`src/rtl/rv32i_types.sv`:
```
`default_nettype none
// +----------------------------------------------------------------------------
// | rv32i_types : shared state, opcode and datapath select encodings for control
// | Revision    : 1.0
// +----------------------------------------------------------------------------
package rv32i_types;

  typedef enum logic [6:0] {
    op_lui   = 7'b0110111,
    op_auipc = 7'b0010111,
    op_jal   = 7'b1101111,
    op_jalr  = 7'b1100111,
    op_br    = 7'b1100011,
    op_load  = 7'b0000011,
    op_store = 7'b0100011,
    op_imm   = 7'b0010011,
    op_reg   = 7'b0110011
  } rv32i_opcode_t;

  typedef enum logic [3:0] {
    FETCH1, FETCH2, FETCH3, DECODE, IMM, REG, LUI, AUIPC,
    BR, JAL, JALR, CALC_ADDR, LD1, LD2, ST1, ST2
  } state_t;

  typedef enum logic [1:0] {pcmux_pc_plus4, pcmux_alu_out, pcmux_alu_mod2} pcmux_sel_t;
  typedef enum logic {alumux1_rs1_out, alumux1_pc_out} alumux1_sel_t;
  typedef enum logic [2:0] {
    alumux2_i_imm, alumux2_u_imm, alumux2_b_imm, alumux2_s_imm, alumux2_j_imm, alumux2_rs2_out
  } alumux2_sel_t;
  typedef enum logic [3:0] {
    regfilemux_alu_out, regfilemux_br_en, regfilemux_u_imm, regfilemux_lw, regfilemux_pc_plus4,
    regfilemux_lb, regfilemux_lbu, regfilemux_lh, regfilemux_lhu
  } regfilemux_sel_t;
  typedef enum logic {marmux_pc_out, marmux_alu_out} marmux_sel_t;
  typedef enum logic {cmpmux_rs2_out, cmpmux_i_imm} cmpmux_sel_t;

  // ALU encodings line up with funct3 for every op that has no funct7 variant.
  typedef enum logic [2:0] {
    alu_add, alu_sll, alu_sra, alu_sub, alu_xor, alu_srl, alu_or, alu_and
  } alu_ops;

  typedef enum logic [2:0] {
    cmp_beq = 3'b000, cmp_bne = 3'b001, cmp_blt = 3'b100,
    cmp_bge = 3'b101, cmp_bltu = 3'b110, cmp_bgeu = 3'b111
  } cmp_ops;

  localparam logic [2:0] c_F3_ADD  = 3'b000;
  localparam logic [2:0] c_F3_SLT  = 3'b010;
  localparam logic [2:0] c_F3_SLTU = 3'b011;
  localparam logic [2:0] c_F3_SR   = 3'b101;

  localparam logic [2:0] c_F3_LB  = 3'b000;
  localparam logic [2:0] c_F3_LH  = 3'b001;
  localparam logic [2:0] c_F3_LW  = 3'b010;
  localparam logic [2:0] c_F3_LBU = 3'b100;
  localparam logic [2:0] c_F3_LHU = 3'b101;

  localparam logic [2:0] c_F3_SB = 3'b000;
  localparam logic [2:0] c_F3_SH = 3'b001;
  localparam logic [2:0] c_F3_SW = 3'b010;

endpackage
`default_nettype wire

```
`src/rtl/control_memalign.sv`:
```
`default_nettype none
// +----------------------------------------------------------------------------
// | control_memalign : load extension select and store byte-enable decode
// | Revision         : 1.0
// +----------------------------------------------------------------------------
module control_memalign
  import rv32i_types::*;
(
  input  logic [2:0]      funct3,
  input  logic [1:0]      mar_lo,
  output regfilemux_sel_t load_sel,
  output logic [3:0]      store_be
);

  // The datapath shifts MDR by mar_lo; this only picks width and signedness.
  always_comb begin
    load_sel = regfilemux_lw;
    case (funct3)
      c_F3_LB:  load_sel = regfilemux_lb;
      c_F3_LH:  load_sel = regfilemux_lh;
      c_F3_LW:  load_sel = regfilemux_lw;
      c_F3_LBU: load_sel = regfilemux_lbu;
      c_F3_LHU: load_sel = regfilemux_lhu;
      default:  load_sel = regfilemux_lw;
    endcase
  end

  always_comb begin
    store_be = 4'b0000;
    case (funct3)
      c_F3_SB: store_be = 4'b0001 << mar_lo;
      c_F3_SH: store_be = 4'b0011 << mar_lo;
      c_F3_SW: store_be = 4'b1111;
      default: store_be = 4'b0000;
    endcase
  end

endmodule
`default_nettype wire

```
`src/rtl/control.sv`:
```
`default_nettype none
// +----------------------------------------------------------------------------
// | control : multicycle RV32I control FSM; CONTROL_WATCHDOG_EN adds a memory watchdog
// | Revision : 1.0
// +----------------------------------------------------------------------------
module control
  import rv32i_types::*;
#(
  parameter int WATCHDOG_CYCLES = 255
) (
  input  logic            clk,
  input  logic            rst,
  input  logic [6:0]      opcode,
  input  logic [2:0]      funct3,
  input  logic [6:0]      funct7,
  input  logic            br_en,
  input  logic [1:0]      mar_lo,
  input  logic            mem_resp,
  output logic            load_pc,
  output logic            load_ir,
  output logic            load_regfile,
  output logic            load_mar,
  output logic            load_mdr,
  output logic            load_data_out,
  output pcmux_sel_t      pcmux_sel,
  output alumux1_sel_t    alumux1_sel,
  output alumux2_sel_t    alumux2_sel,
  output regfilemux_sel_t regfilemux_sel,
  output marmux_sel_t     marmux_sel,
  output cmpmux_sel_t     cmpmux_sel,
  output alu_ops          aluop,
  output cmp_ops          cmpop,
  output logic            mem_read,
  output logic            mem_write,
  output logic [3:0]      mem_byte_enable,
  output logic            mem_timeout
);

  state_t          r_state;
  state_t          w_next_state;
  regfilemux_sel_t w_load_sel;
  logic [3:0]      w_store_be;
  logic            w_wd_expired;
  logic            w_unused_funct7;

  assign w_unused_funct7 = ^{funct7[6], funct7[4:0]};

  control_memalign u_memalign (
    .funct3   (funct3),
    .mar_lo   (mar_lo),
    .load_sel (w_load_sel),
    .store_be (w_store_be)
  );

  always_ff @(posedge clk or negedge rst) begin
    if (!rst) r_state <= FETCH1;
    else      r_state <= w_next_state;
  end

`ifdef CONTROL_WATCHDOG_EN
  localparam int c_WD_W = $clog2(WATCHDOG_CYCLES + 1);

  logic [c_WD_W-1:0] r_wd_cnt;
  logic              w_in_mem;

  assign w_in_mem     = (r_state == FETCH2) || (r_state == LD1) || (r_state == ST1);
  assign w_wd_expired = w_in_mem && !mem_resp && (r_wd_cnt == c_WD_W'(WATCHDOG_CYCLES - 1));

  // Counts completed wait cycles; cleared on response, timeout or leaving a memory state.
  always_ff @(posedge clk or negedge rst) begin
    if (!rst)                                   r_wd_cnt <= '0;
    else if (w_in_mem && !mem_resp && !w_wd_expired) r_wd_cnt <= r_wd_cnt + 1'b1;
    else                                        r_wd_cnt <= '0;
  end
`else
  logic [31:0] w_unused_wd_limit;

  assign w_unused_wd_limit = 32'(WATCHDOG_CYCLES);
  assign w_wd_expired      = 1'b0;
`endif

  always_comb begin
    w_next_state    = r_state;
    load_pc         = 1'b0;
    load_ir         = 1'b0;
    load_regfile    = 1'b0;
    load_mar        = 1'b0;
    load_mdr        = 1'b0;
    load_data_out   = 1'b0;
    pcmux_sel       = pcmux_pc_plus4;
    alumux1_sel     = alumux1_rs1_out;
    alumux2_sel     = alumux2_i_imm;
    regfilemux_sel  = regfilemux_alu_out;
    marmux_sel      = marmux_pc_out;
    cmpmux_sel      = cmpmux_rs2_out;
    aluop           = alu_add;
    cmpop           = cmp_beq;
    mem_read        = 1'b0;
    mem_write       = 1'b0;
    mem_byte_enable = 4'b0000;
    mem_timeout     = 1'b0;

    // Outputs stay at defaults for as long as reset is held.
    if (rst) begin
      case (r_state)
        FETCH1: begin
          load_mar     = 1'b1;
          w_next_state = FETCH2;
        end
        FETCH2: begin
          mem_read = 1'b1;
          load_mdr = 1'b1;
          if (w_wd_expired) begin
            mem_timeout  = 1'b1;
            w_next_state = FETCH1;
          end else if (mem_resp) begin
            w_next_state = FETCH3;
          end
        end
        FETCH3: begin
          load_ir      = 1'b1;
          w_next_state = DECODE;
        end
        DECODE: begin
          case (opcode)
            op_lui:            w_next_state = LUI;
            op_auipc:          w_next_state = AUIPC;
            op_jal:            w_next_state = JAL;
            op_jalr:           w_next_state = JALR;
            op_br:             w_next_state = BR;
            op_load, op_store: w_next_state = CALC_ADDR;
            op_reg:            w_next_state = REG;
            default:           w_next_state = IMM;
          endcase
        end
        IMM: begin
          // Unknown opcodes also land here and only advance the PC.
          load_pc      = 1'b1;
          w_next_state = FETCH1;
          if (opcode == op_imm) begin
            load_regfile = 1'b1;
            case (funct3)
              c_F3_SLT: begin
                cmpop          = cmp_blt;
                cmpmux_sel     = cmpmux_i_imm;
                regfilemux_sel = regfilemux_br_en;
              end
              c_F3_SLTU: begin
                cmpop          = cmp_bltu;
                cmpmux_sel     = cmpmux_i_imm;
                regfilemux_sel = regfilemux_br_en;
              end
              c_F3_SR: aluop = funct7[5] ? alu_sra : alu_srl;
              default: aluop = alu_ops'(funct3);
            endcase
          end
        end
        REG: begin
          load_pc      = 1'b1;
          load_regfile = 1'b1;
          alumux2_sel  = alumux2_rs2_out;
          w_next_state = FETCH1;
          case (funct3)
            c_F3_ADD: aluop = funct7[5] ? alu_sub : alu_add;
            c_F3_SLT: begin
              cmpop          = cmp_blt;
              regfilemux_sel = regfilemux_br_en;
            end
            c_F3_SLTU: begin
              cmpop          = cmp_bltu;
              regfilemux_sel = regfilemux_br_en;
            end
            c_F3_SR: aluop = funct7[5] ? alu_sra : alu_srl;
            default: aluop = alu_ops'(funct3);
          endcase
        end
        LUI: begin
          load_pc        = 1'b1;
          load_regfile   = 1'b1;
          regfilemux_sel = regfilemux_u_imm;
          w_next_state   = FETCH1;
        end
        AUIPC: begin
          load_pc      = 1'b1;
          load_regfile = 1'b1;
          alumux1_sel  = alumux1_pc_out;
          alumux2_sel  = alumux2_u_imm;
          w_next_state = FETCH1;
        end
        BR: begin
          load_pc      = 1'b1;
          pcmux_sel    = br_en ? pcmux_alu_out : pcmux_pc_plus4;
          alumux1_sel  = alumux1_pc_out;
          alumux2_sel  = alumux2_b_imm;
          cmpop        = cmp_ops'(funct3);
          w_next_state = FETCH1;
        end
        JAL: begin
          load_pc        = 1'b1;
          pcmux_sel      = pcmux_alu_out;
          load_regfile   = 1'b1;
          regfilemux_sel = regfilemux_pc_plus4;
          alumux1_sel    = alumux1_pc_out;
          alumux2_sel    = alumux2_j_imm;
          w_next_state   = FETCH1;
        end
        JALR: begin
          load_pc        = 1'b1;
          pcmux_sel      = pcmux_alu_mod2;
          load_regfile   = 1'b1;
          regfilemux_sel = regfilemux_pc_plus4;
          w_next_state   = FETCH1;
        end
        CALC_ADDR: begin
          load_mar   = 1'b1;
          marmux_sel = marmux_alu_out;
          if (opcode == op_store) begin
            alumux2_sel   = alumux2_s_imm;
            load_data_out = 1'b1;
            w_next_state  = ST1;
          end else begin
            w_next_state = LD1;
          end
        end
        LD1: begin
          mem_read = 1'b1;
          load_mdr = 1'b1;
          if (w_wd_expired) begin
            mem_timeout  = 1'b1;
            w_next_state = FETCH1;
          end else if (mem_resp) begin
            w_next_state = LD2;
          end
        end
        LD2: begin
          load_pc        = 1'b1;
          load_regfile   = 1'b1;
          regfilemux_sel = w_load_sel;
          w_next_state   = FETCH1;
        end
        ST1: begin
          mem_write       = 1'b1;
          mem_byte_enable = w_store_be;
          if (w_wd_expired) begin
            mem_timeout  = 1'b1;
            w_next_state = FETCH1;
          end else if (mem_resp) begin
            w_next_state = ST2;
          end
        end
        ST2: begin
          load_pc      = 1'b1;
          w_next_state = FETCH1;
        end
        default: w_next_state = FETCH1;
      endcase
    end
  end

endmodule
`default_nettype wire

```
`config.mk`:
```
export PLATFORM = sky130hd
export DESIGN_NAME = control
export DESIGN_NICKNAME = d
export VERILOG_FILES = /design/src/rtl/rv32i_types.sv /design/src/rtl/control_memalign.sv /design/src/rtl/control.sv
export SDC_FILE = /design/constraint.sdc
export NUM_CORES = 1
export LEC_CHECK = 0
export CAP_MARGIN = 20
export CORE_MARGIN = 3
export CORE_UTILIZATION = 42
export DETAILED_ROUTE_END_ITERATION = 10
export PLACE_DENSITY = 0.86
export SYNTH_ARGS = -nofsm -noshare
export SYNTH_HDL_FRONTEND = slang
export SYNTH_HIERARCHICAL = 1
export SYNTH_SLANG_ARGS = --single-unit
```
`constraint.sdc`:
```
create_clock -name clk -period 3.9 [get_ports clk]
set_input_delay 0.975 -clock clk [delete_from_list [all_inputs] [get_ports clk]]
set_output_delay 0.975 -clock clk [all_outputs]
set_load 0.005 [all_outputs]
```
==> summary.md, run 1 <==
| Metric | Value |
|---|---|
| Starting density of the core | `44.76%` |
| Post-Layout Cell Count | `240` |
| # fillers | `177` |
| CTS Sinks | `4` |
| Placed instance count | `235` |
| Crit. End Element | `output pin` |
| Synthesized Nets | `179` |
| Seq/Total Area, Yosys | `10.01%` |
| # setup viols final | `0` |
| Worst endpoint data arrival time | `2870 ps` |
| FMAX | `260.3 MHz` |
| Hpwl dp | `2.824 mm` |
| Area Overhead vs Synth | `62.20%` |
| Vias/cell | `6.046` |
| Die area | `3001 sq um` |
| Total gr overflow | `0` |
| Top reg by flops | `r_state` |
| Highest metal used | `met4` |
| Synth area leader | `dfrtp_1` |
| First-pass GRT wire length | `5.947 mm` |
| Worst Tran Pin Value | `548.5 ps` |
| Hold Slack | `862.8 ps` |
| Yosys cell types | `55` |
| NumNets Final | `237` |
| Power Density | `365.0 nW/um^2` |
| IO Count | `54` |
| Clock Skew | `3.242 ps` |
| Leading registers by flop count | `r_state (4)` |
| Multi-input logic area | `822.0 sq um` |
| Core footprint | `2233 sq um` |
| Crit-path max FO | `9` |
| Routed wl met3 | `349 microns` |
| Routed met2 length | `1.842 mm` |
| # hold bufs at CTS | `0` |
| Max IR drop VDD | `0.2348 mV` |
| Wl on met1 | `1.492 mm` |
| Global placement routability congestion | `0.8816` |
| Commonest non-fill, non-tap cells in the layout | `clkdlybuf4s50_1 (41), buf_4 (20), a21oi_1 (15)` |
| Synthesized area | `999.7 sq um` |
| Hold Violations, Final | `0` |
| Hold Crit Class | `register to register` |
| Final min period | `3841 ps` |
| Diodes inserted | `0` |
| Vias in the first global route | `1334` |
| Post-DRT Antenna Nets | `0` |
| Yosys warning total | `6` |
| Die span in x | `54.79 microns` |
| Total Routing Usage GR | `27.09%` |
| Drt first pass iters | `5` |
| Max clock buf depth | `2` |
| Synth Area per Inst | `6.408 sq um` |
| Clk root buf | `clkbuf_4` |
| Power, Total | `0.0005919 W` |
| Vias post-DR | `1451` |
| Die Y | `54.79 microns` |
| Post-synth EDFFs | `0` |
| Pin count of the biggest net entering global routing | `19` |
| Final critical-path share of the clock period | `98.49%` |
| # rows | `17` |
| Pleak | `0.6480 nW` |
| Kind of critical path | `input port to output pin` |
| Port bufs | `46` |
| Synth top area share | `10.01%` |
| Fraction of layout cells with a size suffix above 1 | `16.98%` |
| Ranking of synthesized cells by area | `dfrtp_1 (10%), a21oi_1 (7.5%), nand2_1 (5.3%)` |
| CTS tree | `built` |
| Drt total wl | `3.757 mm` |
| Clk pin slew, worst setup/hold paths | `30 ps` |
| Detailed-route DRC error count | `0` |
| Max Cap Viol | `0` |
| Seq cells post-synth | `4` |
| Synth async-reset ratio | `100.0%` |
| Setup crit start kind | `input port` |
| Register area | `100.1 sq um` |
| Largest register FFs | `4` |
| Final slew viol count | `0` |
| Layout Utilization | `72.61%` |
| Slew margin rel. | `63.37%` |
| WL per Instance | `15.65 microns` |
| H-Tree Depth | `1` |
| DRT iter0 DRCs | `64` |
| Clock Latency Late Sink | `240 ps` |
| Sum Neg Setup Slack | `0 ps` |
| Top FF cell, synth | `dfrtp_1` |
| CTS Buf Count | `3` |
| Status | `finished, final reports clean` |
| WP data required | `2920 ps` |
| Mapped Cells | `156` |
| Commonest non-fill, non-tap cell in the layout | `clkdlybuf4s50_1` |
| Antenna violations before repair | `0` |
worst max-delay path, stage by stage:
cell	delay, ps
clkdlybuf4s50_1	600
buf_4	250
a21o_2	220
a31oi_1	150
and2_1	160
clkdlybuf4s50_1	510
layer usage:
metal | up-vias | track usage, %
met2 | 95 | 44.09
met5 | - | 0
met1 | 654 | 35.28
li1 | 691 | -
met4 | 0 | 11.20
met3 | 11 | 3.815
cell type report:
cell class                 instances  area share (%)
inverter                           9           2.083
timing repair buffer              66           37.50
multi-input combinational        130           50.69
tap                               28           2.160
sequential                         4           6.173
clock buffer                       3           1.389
path summary, 6_finish.rpt:
kind,from,endpoint,slack (ps),depth (start not counted)
max reg2reg,r_state[0],r_state[3],1860,5
min,r_state[3],r_state[3],860,2
max,funct3[0],mem_byte_enable[2],60,6
min in group asynchronous,rst,r_state[0],1270,2
max in group asynchronous,rst,r_state[1],2530,2
min reg2reg,r_state[3],r_state[3],860,2
logic make-up (layout without fill, tap and decap cells):
logic type             after synthesis  after routing  synth area share (%)
other                                1              1                0.3751
AND/OR/NAND/NOR                     80             80                 46.43
AO/OA/AOI/OAI                       48             48                 32.54
XOR/XNOR                             1              1                0.8763
flip-flops                           4              4                 10.01
buffers and inverters               22             78                 9.762
repair_timing:
action / in CTS / in global routing
endpoints found under the setup margin: 3 / 4
setup buffers: 1 / 1
pin swaps: 2 / 2
gates resized for setup: 5 / 7
metrics by stage:
| step | area [sq um] | setup slack [ps] |
|---|---|---|
| detailed placement | 1567 | -196.5 |
| finish | 1622 | 58.70 |
| floorplan | 999.7 | 875.8 |
| global placement | 1567 | -170.2 |
| CTS | 1600 | 8.885 |
| global route | 1622 | -38.88 |
synthesized netlist by cell type (4+ instances only):
cell and instances:
a21oi_1 15, and2_1 5, clkbuf_1 7, dfrtp_1 4, inv_1 8, nand2_1 14
nand2b_1 5, nand3_1 6, nand4_1 4, nor2_1 12, nor3_1 7, o21ai_0 8
where the power goes:
part	leakage (nW)	total [W]	internal, W	switching, W
Sequential	0.0507	0.000110	0.0000581	0.0000515
Combinational	0.584	0.000430	0.000197	0.000233
Clock	0.0138	0.0000524	0.0000345	0.0000179
Total	0.648	0.000592	0.000290	0.000302
No activity file was read; power rests on OpenSTA's default activity.
==> run 2, diff against run 1 <==
CORE_UTILIZATION = 39   (was 42)
PLACE_DENSITY = 0.8   (was 0.86)
clock period = 4.4 ns   (was 3.9 ns; I/O delays follow)
==> summary.md, run 2 (synthesis results as in run 1) <==
| Metric | Value |
|---|---|
| Status | `finished, final reports clean` |
| Reg-to-Reg Start | `r_state[0]` |
| WL per Instance | `14.33 microns (-8.4%)` |
| Pin count of the biggest net entering global routing | `23 (+4)` |
| Flop pwr share | `22.6% (+4.1 points)` |
| Clk pin slew, worst setup/hold paths | `40 ps (about the same)` |
| H-Tree Depth | `1 (unchanged)` |
| Max Cap Viol | `0 (unchanged)` |
| Die span in x | `56.63 microns (+3.4%)` |
| Hpwl dp | `2.598 mm (-8.0%)` |
| # setup viols final | `0 (unchanged)` |
| DRT iter0 DRCs | `64 (unchanged)` |
| Die Y | `56.63 microns (+3.4%)` |
| Total gr overflow | `0 (unchanged)` |
| Kind of critical path | `input port to output pin` |
| Max clock buf depth | `2 (unchanged)` |
| Hold Violations, Final | `0 (unchanged)` |
| Worst Tran Pin Value | `667.7 ps (+119.3 ps)` |
| Setup crit start kind | `input port` |
| CTS tree | `built` |
| # rows | `17 (unchanged)` |
| Power Density | `314.7 nW/um^2 (-14%)` |
| Switching Power | `0.0002456 W (-19%)` |
| Reg2reg end | `r_state[3]` |
| Crit. End Element | `output pin` |
| Max IR drop VDD | `0.2384 mV (+1.5%)` |
| Commonest non-fill, non-tap cells in the layout | `clkdlybuf4s50_1 (45), a21oi_1 (15), nand2_1 (14)` |
| Drt first pass iters | `4 (-1)` |
| Sum Neg Setup Slack | `0 ps (unchanged)` |
| Hold Crit Class | `register to register` |
| Slew margin rel. | `55.48% (-7.9 points)` |
| Postcts setup bufs | `0 (-1)` |
| Clk root buf | `clkbuf_4` |
| Detailed-route DRC error count | `0 (unchanged)` |
| NumNets Final | `230 (-3.0%)` |
| Net Sw Frac | `50.02% (-1.0 points)` |
| Final slew viol count | `0 (unchanged)` |
| Vias in the first global route | `1252 (-6.1%)` |
| Vias/cell | `5.983 (-1.0%)` |
| Die area | `3207 sq um (+6.8%)` |
| IO Count | `54 (unchanged)` |
| RSZ-0062 raised after global routing | `false` |
| Port bufs | `46 (unchanged)` |
| Core footprint | `2318 sq um (+3.8%)` |
| Worst endpoint data arrival time | `3150 ps (+280 ps)` |
| R2r setup slk | `2460 ps (+600 ps)` |
| First-pass GRT wire length | `5.492 mm (-7.7%)` |
| CTS Buf Count | `3 (unchanged)` |
| FMAX | `235.1 MHz` |
| Internal | `0.0002454 W (-15%)` |
| # hold bufs at CTS | `0 (unchanged)` |
| Clock Skew | `1.555 ps (-1.687 ps)` |
| CTS Sinks | `4 (unchanged)` |
| Clock power share | `9.6% (+0.7 points)` |
| Fraction of layout cells with a size suffix above 1 | `12.20% (-4.8 points)` |
| Pleak | `0.5834 nW (-10%)` |
| Final critical-path share of the clock period | `96.66%` |
| Global placement routability congestion | `0.8626 (-2.2%)` |
| Gate power share | `67.8% (-4.8 points)` |
| Total Routing Usage GR | `21.16% (-5.9 points)` |
| Diodes inserted | `0 (unchanged)` |
| Vias post-DR | `1394 (-3.9%)` |
| Largest register FFs | `4 (unchanged)` |
| Clock Latency Late Sink | `240 ps (about the same)` |
| Post-DRT Antenna Nets | `0 (unchanged)` |
| Drt total wl | `3.340 mm (-11%)` |
| Crit-path max FO | `4 (-5)` |
| Critical Path End | `alumux2_sel[0]` |
| Critical Path Start | `opcode[5]` |
| Commonest non-fill, non-tap cell in the layout | `clkdlybuf4s50_1` |
| Leading registers by flop count | `r_state (4)` |
| Top reg by flops | `r_state` |
| WP data required | `3300 ps (+380 ps)` |
| Final min period | `4253 ps` |
| Antenna violations before repair | `0 (unchanged)` |
| Worst R2R Path Depth | `4 (-1)` |
| Starting density of the core | `43.12% (-1.6 points)` |
| Hold Slack | `837.0 ps (-25.85 ps)` |
| Area Overhead vs Synth | `56.07%` |
==> run 2: changes by cell type in the layout (fill, tap and decap cells not counted), sizes merged <==
cell,change
dlymetal6s2s,-1
clkdlybuf4s50,+4
clkbuf,-1
dlygate4sd2,-2
buf,-7
==> run 2: power by group through the flow <==
| stage | sequential [W] | combinational (W) | clock (W) |
|---|---|---|---|
| after detailed placement | 0.000108 | 0.000327 | 0 |
| after floorplan | 0.0000633 | 0.000252 | 0 |
| final | 0.000111 | 0.000333 | 0.0000470 |
| after CTS | 0.000108 | 0.000329 | 0.0000477 |
| after global routing | 0.000116 | 0.000369 | 0.0000511 |
| after global placement | 0.000107 | 0.000322 | 0 |
==> run 2: worst min path at each step <==
stage,startpoint,end,slack [ps],depth (start not counted)
2_1_floorplan,r_state[3],r_state[1],690,3
5_1_grt,r_state[2],r_state[2],870,2
6_report,r_state[2],r_state[2],840,2
4_1_cts,r_state[2],r_state[2],810,2
3_5_place_dp,r_state[2],r_state[2],800,2
3_3_place_gp,r_state[2],r_state[2],790,2
==> run 2: final cells by class <==
| type | instances | area, sq um |
|---|---|---|
| repair buffers | 59 | 560.5 |
| inverters | 9 | 33.78 |
| flip-flops and latches | 4 | 100.1 |
| multi-input cells | 130 | 808.3 |
| clock buffers | 3 | 22.52 |
| well taps | 28 | 35.03 |
| fillers | 206 | 758.2 |
==> run 2: per-stage QoR <==
stage	utilization (%)	instances	setup slack [ps]	area [sq um]	total power, W
global placement	65.95	230	60.34	1529	0.0004291
detailed placement	65.95	230	47.72	1529	0.0004350
finish	67.30	233	147.1	1560	0.0004910
global route	67.30	233	55.47	1560	0.0005362
CTS	66.92	233	36.97	1551	0.0004846
floorplan	-	156	1126	999.7	0.0003152
==> run 2: metal layers <==
layer,up-vias,track usage (%),share of wire (%)
met5,-,0,0
met4,0,9.153,1.8
met3,8,5.287,7.7
met2,63,33.83,48
met1,643,26.62,43
li1,680,-,-
==> run 2: repair_timing <==
item / CTS / global route
endpoints found under the hold margin: 0 / 0
setup endpoints to repair: 0 / 1
resized for setup: 0 / 2
==> run 2: worst max-delay path, cell delays in order <==
cell	delay, ps
clkdlybuf4s50_1	460
buf_4	130
inv_1	50
nor4_1	280
nand3_1	220
a211oi_1	340
clkdlybuf4s50_1	570
==> run 3, diff against run 2 <==
CAP_MARGIN = unset   (was 20)
HOLD_SLACK_MARGIN = 0.15   (was unset)
==> results of run 3 <==
Same layout as run 2: the final DEF is identical, and so are final timing and power.
